## config.mk

```make
export PLATFORM = sky130hd
export DESIGN_NAME = spi_bus_arbiter_flat
export DESIGN_NICKNAME = d
export VERILOG_FILES = /design/src/rtl/spi_bus_arbiter_if.sv /design/src/rtl/spi_bus_arbiter.sv /design/src/flat_wrapper.sv
export SDC_FILE = /design/constraint.sdc
export NUM_CORES = 1
export LEC_CHECK = 0
export BUFFER_PORTS_ARGS = -buffer_cell sky130_fd_sc_hd__buf_4
export CAP_MARGIN = 20
export CORE_ASPECT_RATIO = 0.7
export CORE_MARGIN = 4
export CORE_UTILIZATION = 25
export CTS_BUF_LIST = sky130_fd_sc_hd__clkbuf_16
export DETAILED_ROUTE_END_ITERATION = 6
export PLACE_DENSITY_LB_ADDON = 0.05
export SLEW_MARGIN = 10
export SYNTH_ARGS = -nofsm -noshare
export SYNTH_HDL_FRONTEND = slang
export SYNTH_SLANG_ARGS = --single-unit
```

## constraint.sdc

```tcl
create_clock -name clk -period 3.6 [get_ports clk]
set_clock_uncertainty 0.05 [all_clocks]
set_input_delay 0.72 -clock clk [delete_from_list [all_inputs] [get_ports clk]]
set_output_delay 0.72 -clock clk [all_outputs]
set_load 0.01 [all_outputs]
```

## src/rtl/spi_bus_arbiter_if.sv

```systemverilog
// Shared-SPI arbiter bundle: two master request/grant pairs, their SPI pins,
// and the physical bus pins toward the flash (cs0) and RAM (cs1) devices.
interface spi_bus_arbiter_if;
  logic req0, req1;
  logic gnt0, gnt1;
  logic m0_clk, m0_cs_n, m0_mosi, m0_miso;
  logic m1_clk, m1_cs_n, m1_mosi, m1_miso;
  logic spi_clk, spi_mosi, spi_miso;
  logic spi_cs0_n, spi_cs1_n;
  logic busy, timeout;

  modport slave (
    input  req0, req1,
    input  m0_clk, m0_cs_n, m0_mosi,
    input  m1_clk, m1_cs_n, m1_mosi,
    input  spi_miso,
    output gnt0, gnt1, m0_miso, m1_miso,
    output spi_clk, spi_mosi, spi_cs0_n, spi_cs1_n,
    output busy, timeout
  );

  modport master (
    output req0, req1,
    output m0_clk, m0_cs_n, m0_mosi,
    output m1_clk, m1_cs_n, m1_mosi,
    output spi_miso,
    input  gnt0, gnt1, m0_miso, m1_miso,
    input  spi_clk, spi_mosi, spi_cs0_n, spi_cs1_n,
    input  busy, timeout
  );
endinterface

```

## src/rtl/spi_bus_arbiter.sv

```systemverilog
// Round-robin arbiter sharing one SPI bus between a flash reader (master 0)
// and a RAM controller (master 1), with idle gap and optional hold timeout.
//
// state  | meaning
// IDLE   | bus released, arbitrating pending requests
// GRANT0 | master 0 owns the bus
// GRANT1 | master 1 owns the bus
// GAP    | enforced idle time after a grant ends (release or timeout)
module spi_bus_arbiter #(
  parameter int GAP_CYCLES = 2,
  parameter int MAX_HOLD   = 4096
) (
  input logic           clk,
  input logic           reset_n,
  spi_bus_arbiter_if.slave bus
);

  localparam int HOLD_W = (MAX_HOLD > 0) ? $clog2(MAX_HOLD + 1) : 1;
  localparam int GAP_W  = (GAP_CYCLES > 1) ? $clog2(GAP_CYCLES) : 1;
  localparam logic [GAP_W-1:0]  GAP_LOAD = (GAP_CYCLES > 1) ? GAP_W'(GAP_CYCLES - 1) : '0;
  localparam logic [HOLD_W-1:0] HOLD_MAX = HOLD_W'(MAX_HOLD);
  localparam logic [HOLD_W-1:0] HOLD_SAT = '1;

  typedef enum logic [1:0] {IDLE, GRANT0, GRANT1, GAP} state_t;

  state_t              state, state_nxt;
  logic [GAP_W-1:0]    gap_cnt, gap_nxt;
  logic [HOLD_W-1:0]   hold_cnt, hold_nxt, hold_inc;
  logic                last_gnt, last_nxt;
  logic                timeout_q, timeout_nxt;
  logic                started;
  logic                cur_req;

  always_ff @(posedge clk or negedge reset_n) begin
    if (!reset_n) begin
      state     <= IDLE;
      gap_cnt   <= '0;
      hold_cnt  <= '0;
      last_gnt  <= 1'b1;
      timeout_q <= 1'b0;
      started   <= 1'b0;
    end else begin
      state     <= state_nxt;
      gap_cnt   <= gap_nxt;
      hold_cnt  <= hold_nxt;
      last_gnt  <= last_nxt;
      timeout_q <= timeout_nxt;
      started   <= 1'b1;
    end
  end

  always_comb begin
    state_nxt   = state;
    gap_nxt     = gap_cnt;
    hold_nxt    = hold_cnt;
    last_nxt    = last_gnt;
    timeout_nxt = 1'b0;
    cur_req     = 1'b0;
    hold_inc    = (hold_cnt == HOLD_SAT) ? hold_cnt : hold_cnt + HOLD_W'(1);

    case (state)
      IDLE: begin
        // the first edge after reset only arms the arbiter
        if (started) begin
          if (bus.req0 && (!bus.req1 || last_gnt)) begin
            state_nxt = GRANT0;
            last_nxt  = 1'b0;
            hold_nxt  = '0;
          end else if (bus.req1) begin
            state_nxt = GRANT1;
            last_nxt  = 1'b1;
            hold_nxt  = '0;
          end
        end
      end
      GRANT0, GRANT1: begin
        cur_req  = (state == GRANT0) ? bus.req0 : bus.req1;
        hold_nxt = hold_inc;
        if (!cur_req) begin
          state_nxt = GAP;
          gap_nxt   = GAP_LOAD;
        end else if ((MAX_HOLD != 0) && (hold_inc == HOLD_MAX)) begin
          state_nxt   = GAP;
          gap_nxt     = GAP_LOAD;
          timeout_nxt = 1'b1;
          last_nxt    = (state == GRANT1);
        end
      end
      GAP: begin
        if (gap_cnt == '0) state_nxt = IDLE;
        else               gap_nxt   = gap_cnt - GAP_W'(1);
      end
      default: state_nxt = IDLE;
    endcase
  end

  // bus steering depends only on the state register, never on req inputs
  logic sel0, sel1;
  assign sel0 = (state == GRANT0);
  assign sel1 = (state == GRANT1);

  assign bus.gnt0      = sel0;
  assign bus.gnt1      = sel1;
  assign bus.busy      = (state != IDLE);
  assign bus.timeout   = timeout_q;
  assign bus.spi_clk   = (sel0 & bus.m0_clk)  | (sel1 & bus.m1_clk);
  assign bus.spi_mosi  = (sel0 & bus.m0_mosi) | (sel1 & bus.m1_mosi);
  assign bus.spi_cs0_n = sel0 ? bus.m0_cs_n : 1'b1;
  assign bus.spi_cs1_n = sel1 ? bus.m1_cs_n : 1'b1;
  assign bus.m0_miso   = sel0 & bus.spi_miso;
  assign bus.m1_miso   = sel1 & bus.spi_miso;

endmodule

```

## src/flat_wrapper.sv

```systemverilog
// flat-port wrapper written by rule: the top's interface ports become plain ports
module spi_bus_arbiter_flat 
#(
  parameter int GAP_CYCLES = 2,
  parameter int MAX_HOLD   = 4096
)
  (clk, reset_n, bus_req0, bus_req1, bus_m0_clk, bus_m0_cs_n, bus_m0_mosi, bus_m1_clk, bus_m1_cs_n, bus_m1_mosi, bus_spi_miso, bus_gnt0, bus_gnt1, bus_m0_miso, bus_m1_miso, bus_spi_clk, bus_spi_mosi, bus_spi_cs0_n, bus_spi_cs1_n, bus_busy, bus_timeout);
  spi_bus_arbiter_if bus_i ();
  input logic clk;
  input logic reset_n;
  input wire logic [$bits(bus_i.req0)-1:0] bus_req0;
  input wire logic [$bits(bus_i.req1)-1:0] bus_req1;
  input wire logic [$bits(bus_i.m0_clk)-1:0] bus_m0_clk;
  input wire logic [$bits(bus_i.m0_cs_n)-1:0] bus_m0_cs_n;
  input wire logic [$bits(bus_i.m0_mosi)-1:0] bus_m0_mosi;
  input wire logic [$bits(bus_i.m1_clk)-1:0] bus_m1_clk;
  input wire logic [$bits(bus_i.m1_cs_n)-1:0] bus_m1_cs_n;
  input wire logic [$bits(bus_i.m1_mosi)-1:0] bus_m1_mosi;
  input wire logic [$bits(bus_i.spi_miso)-1:0] bus_spi_miso;
  output wire logic [$bits(bus_i.gnt0)-1:0] bus_gnt0;
  output wire logic [$bits(bus_i.gnt1)-1:0] bus_gnt1;
  output wire logic [$bits(bus_i.m0_miso)-1:0] bus_m0_miso;
  output wire logic [$bits(bus_i.m1_miso)-1:0] bus_m1_miso;
  output wire logic [$bits(bus_i.spi_clk)-1:0] bus_spi_clk;
  output wire logic [$bits(bus_i.spi_mosi)-1:0] bus_spi_mosi;
  output wire logic [$bits(bus_i.spi_cs0_n)-1:0] bus_spi_cs0_n;
  output wire logic [$bits(bus_i.spi_cs1_n)-1:0] bus_spi_cs1_n;
  output wire logic [$bits(bus_i.busy)-1:0] bus_busy;
  output wire logic [$bits(bus_i.timeout)-1:0] bus_timeout;
  assign bus_i.req0 = bus_req0;
  assign bus_i.req1 = bus_req1;
  assign bus_i.m0_clk = bus_m0_clk;
  assign bus_i.m0_cs_n = bus_m0_cs_n;
  assign bus_i.m0_mosi = bus_m0_mosi;
  assign bus_i.m1_clk = bus_m1_clk;
  assign bus_i.m1_cs_n = bus_m1_cs_n;
  assign bus_i.m1_mosi = bus_m1_mosi;
  assign bus_i.spi_miso = bus_spi_miso;
  assign bus_gnt0 = bus_i.gnt0;
  assign bus_gnt1 = bus_i.gnt1;
  assign bus_m0_miso = bus_i.m0_miso;
  assign bus_m1_miso = bus_i.m1_miso;
  assign bus_spi_clk = bus_i.spi_clk;
  assign bus_spi_mosi = bus_i.spi_mosi;
  assign bus_spi_cs0_n = bus_i.spi_cs0_n;
  assign bus_spi_cs1_n = bus_i.spi_cs1_n;
  assign bus_busy = bus_i.busy;
  assign bus_timeout = bus_i.timeout;
  spi_bus_arbiter #(.GAP_CYCLES(GAP_CYCLES), .MAX_HOLD(MAX_HOLD)) u_core (.clk(clk), .reset_n(reset_n), .bus(bus_i));
endmodule
```

==> metrics.log <==
INFO  metric beginning_of_the_worst_register_to_register_path = u_core.hold_cnt[0]
INFO  metric post_detailed_routing_wire_length = between 4 and 5 mm
INFO  metric hold_violations = 0
INFO  metric grt_pass1_vias = 1383
INFO  metric r2r_setup_slack = about 0.8 ns
INFO  metric first_pass_grt_wire_length = just over 7 mm
INFO  metric clockBufferDepth = 2
INFO  metric grt_setup_unrepaired = false
INFO  metric crit_required = 3.67 ns
INFO  metric grt.met2_usage = 17.7%
INFO  metric chipWidth = between 100 and 150 um
INFO  metric library_cell_contributing_the_largest_single_delay_on_the_critical_path = sky130_fd_sc_hd__or4_1
INFO  metric route.vias.total = 1488
INFO  metric layout.filler_cells = 617
INFO  metric flow.area_growth_from_synthesis = 16.6%
INFO  metric clock_tree_from_tritoncts = done
INFO  metric drt-vias-per-instance = 5.37
INFO  metric synth_largest_type_area_fraction = 28.5%
INFO  metric cts_buffers = 3
INFO  metric placeableCoreArea = slightly below 6000 um^2
INFO  metric postSynthCellCount = between 150 and 200
INFO  metric tns = 0 ns
INFO  metric period_share = approximately 77%
INFO  metric vdd_drop_max = between 0.2 and 0.3 mV
INFO  metric end_kind = flip-flop
INFO  metric global_route.usage.met1 = a little under a fifth
INFO  metric final-instance-count-excl-fill = about 280
INFO  metric synth.top_cells.by_count = sky130_fd_sc_hd__nand2_1 (19), sky130_fd_sc_hd__dfrtp_1 (18), sky130_fd_sc_hd__nor2_1 (14), sky130_fd_sc_hd__o21ai_0 (13), sky130_fd_sc_hd__a21oi_1 (12)
INFO  metric ys_dominant_reg_cell = sky130_fd_sc_hd__dfrtp_1
INFO  metric synth.ff_latch_count = 19
INFO  metric synth_area_per_cell = 8.36 um^2
INFO  metric clockRootBuffer = sky130_fd_sc_hd__clkbuf_16
INFO  metric status = complete, no violations
INFO  metric setup_viol = 0
INFO  metric drive_gt1_share = a little under a fifth
INFO  metric crit_chain = ha_1, and3_1, a2111oi_4, xnor2_1, o2111a_1, a21oi_1, or4_1
INFO  metric cellPowerDensity = between 700 and 800 nW/um^2
INFO  metric ctsHtreeMaxLevel = 1
INFO  metric placement_rows = 23
INFO  metric synthesis.area = around 1600 um^2
INFO  metric leakagePower = 0.000741 uW
INFO  metric post_cts_repair_resize_count = 0
INFO  metric antenna-diode-count = 0
INFO  metric track_usage = about an eighth
INFO  metric timing.slew.headroom = a little under half
INFO  metric arrival = between 2 and 3 ns
INFO  metric unique_cell_type_count_in_the_yosys_netlist = between 50 and 60
INFO  metric clock.fmax = 0.360 GHz
INFO  metric reg2reg_to = u_core.state[1]
INFO  metric detail-route-antenna-nets = 0
INFO  metric floorplan.io_pins = 21
INFO  metric globalRoute.totalOverflow = 0
INFO  metric use_met3 = under 10%
INFO  metric final_nets = 219
INFO  metric insertion_delay = ~0.26 ns
INFO  metric drt_drc_violations_left = 0
INFO  metric synth-edff-count = 0
INFO  metric r2r.worst_path.cells = 7
INFO  metric synth.yosys.warnings = 0
INFO  metric yosys-top-cells-area = sky130_fd_sc_hd__dfrtp_1 (29%), sky130_fd_sc_hd__nand2_1 (4.5%), sky130_fd_sc_hd__o21ai_0 (4.1%)
INFO  metric crit_fanout = 10
INFO  metric antenna_found_initial = 0
INFO  metric period_minus_slack = 2.78 ns
INFO  metric mappedNetlistNets = between 200 and 250
INFO  metric worstHoldPathType = input pin to asynchronous set/reset pin
INFO  metric critPathLaunchType = flip-flop
INFO  metric critical_path.max_stage_delay = ~0.52 ns
INFO  metric finalWeightedCongestion = 0.846
INFO  metric tightest_slew = 0.786 ns
INFO  metric initial_utilization = between 20% and 30%
INFO  metric worst-setup-path-type = flip-flop to flip-flop
INFO  metric clock_sinks = 19
INFO  metric synth_top_area_cell = sky130_fd_sc_hd__dfrtp_1
INFO  metric die_area = between 7000 and 8000 um^2
INFO  metric drt-wirelength-per-cell = roughly 16 um
INFO  metric cap_viol_max_count = 0
INFO  metric clk_pin_slew_worst_paths = ~0.06 ns
INFO  metric placed_cells_incl_taps = ~270
INFO  metric post_cts.repair.setup_buffers = 0
INFO  metric global_route.peak_usage_layer = met1
INFO  metric drc_marker_count_from_the_first_detailed_route_iteration = 96
INFO  metric holdWs = roughly 0.28 ns
INFO  metric postSynth.asyncResetShare = 100%
INFO  metric yosysMostFrequentCell = sky130_fd_sc_hd__nand2_1
INFO  metric buffer_ports.inserted = 20
INFO  metric drtPass1Iterations = 4
INFO  metric grt_start_max_net_pins = 22
INFO  metric chip_height = between 70 and 80 um
INFO  metric post-dp-hpwl = roughly 3.3 mm
INFO  metric drv_slew = 0
INFO  metric post_cts_hold_buffer_count = 0
INFO  metric ys_seq_area_share = 30.2%
[registers in the layout, summed over array words and instances (netlist names)]
| register | cells |
|---|---|
| u_core.gap_cnt | 1 |
| u_core.state | 2 |
| u_core.bus.timeout | 1 |
| u_core.last_gnt | 1 |
| u_core.hold_cnt | 13 |
| u_core.started | 1 |
[layer usage]
layer | routed length [um] | part of all wire [%]
met2 | 1840 | 41
met1 | 2480 | 55
met3 | 144 | 3.2
met5 | 0 | 0
met4 | 14 | 0.31
[cell type report]
cell class,count,area (um^2),area share (%)
multi-input combinational,151,1010,54.6
sequential,19,477,25.9
timing repair buffer,22,165,8.96
tap,75,93.8,5.09
clock buffer,3,75.1,4.07
inverter,6,22.5,1.22
clock inverter,1,3.75,0.204
[worst max-delay path: cells and delay by family, from the launching register on]
| kind | cells | cell delay, ns |
|---|---|---|
| XOR/XNOR | 1 | 0.21 |
| AND/OR/NAND/NOR | 2 | 0.82 |
| flip-flops | 1 | 0.49 |
| AO/OA/AOI/OAI | 3 | 0.78 |
| adder cells (fa/ha/maj) | 1 | 0.31 |
[worst max path at each step]
stage	start	endpoint	depth (start not counted)
5_1_grt	u_core.hold_cnt[0]	u_core.state[1]	7
3_3_place_gp	u_core.hold_cnt[0]	u_core.state[1]	7
2_1_floorplan	u_core.hold_cnt[1]	u_core.state[1]	8
4_1_cts	u_core.hold_cnt[0]	u_core.state[1]	7
3_5_place_dp	u_core.hold_cnt[0]	u_core.state[1]	7
6_report	u_core.hold_cnt[0]	u_core.state[1]	7
[cell families (layout without fill, tap and decap cells)]
group	Yosys count	count (layout)	share of synthesized area [%]
xor+xnor	4	4	2.22
fa+ha+maj	5	5	3.96
mux	2	2	1.58
compound gates	61	61	27.4
buf+inv	19	32	6.18
simple gates	78	78	28.3
flops	19	19	30.2
other cells	1	1	0.237
[layout by cell type (no fill, tap or decap), types with 5 or more instances in the layout]
cell type / count
sky130_fd_sc_hd__o21ai_0: 13
sky130_fd_sc_hd__nor2_1: 14
sky130_fd_sc_hd__inv_1: 7
sky130_fd_sc_hd__nand4_1: 6
sky130_fd_sc_hd__a22o_1: 7
sky130_fd_sc_hd__a31oi_1: 6
sky130_fd_sc_hd__dfrtp_1: 18
sky130_fd_sc_hd__buf_4: 22
sky130_fd_sc_hd__nand3_1: 10
sky130_fd_sc_hd__nand2_1: 19
sky130_fd_sc_hd__a21oi_1: 12
sky130_fd_sc_hd__ha_1: 5
[report_power, final]
part	leakage [uW]	total (uW)	internal (uW)	switching, uW
sequential	0.000250	313	256	56.7
combinational	0.000449	743	281	463
clock	0.0000423	238	148	89.9
[stage by stage]
| stage | instance area, um^2 | utilization [%] | total power [uW] | setup slack (ns) |
|---|---|---|---|---|
| final | 1840 | 31.1 | 1290 | 0.818 |
| after global routing | 1840 | 31.1 | 1390 | 0.606 |
| after CTS | 1840 | 31.1 | 1300 | 0.831 |
| after detailed placement | 1760 | 29.8 | 1060 | 0.827 |
| after global placement | 1760 | 29.8 | 1070 | 0.914 |
| after floorplan | 1580 | - | 815 | 1.08 |
No activity file was read; power rests on OpenSTA's default activity.
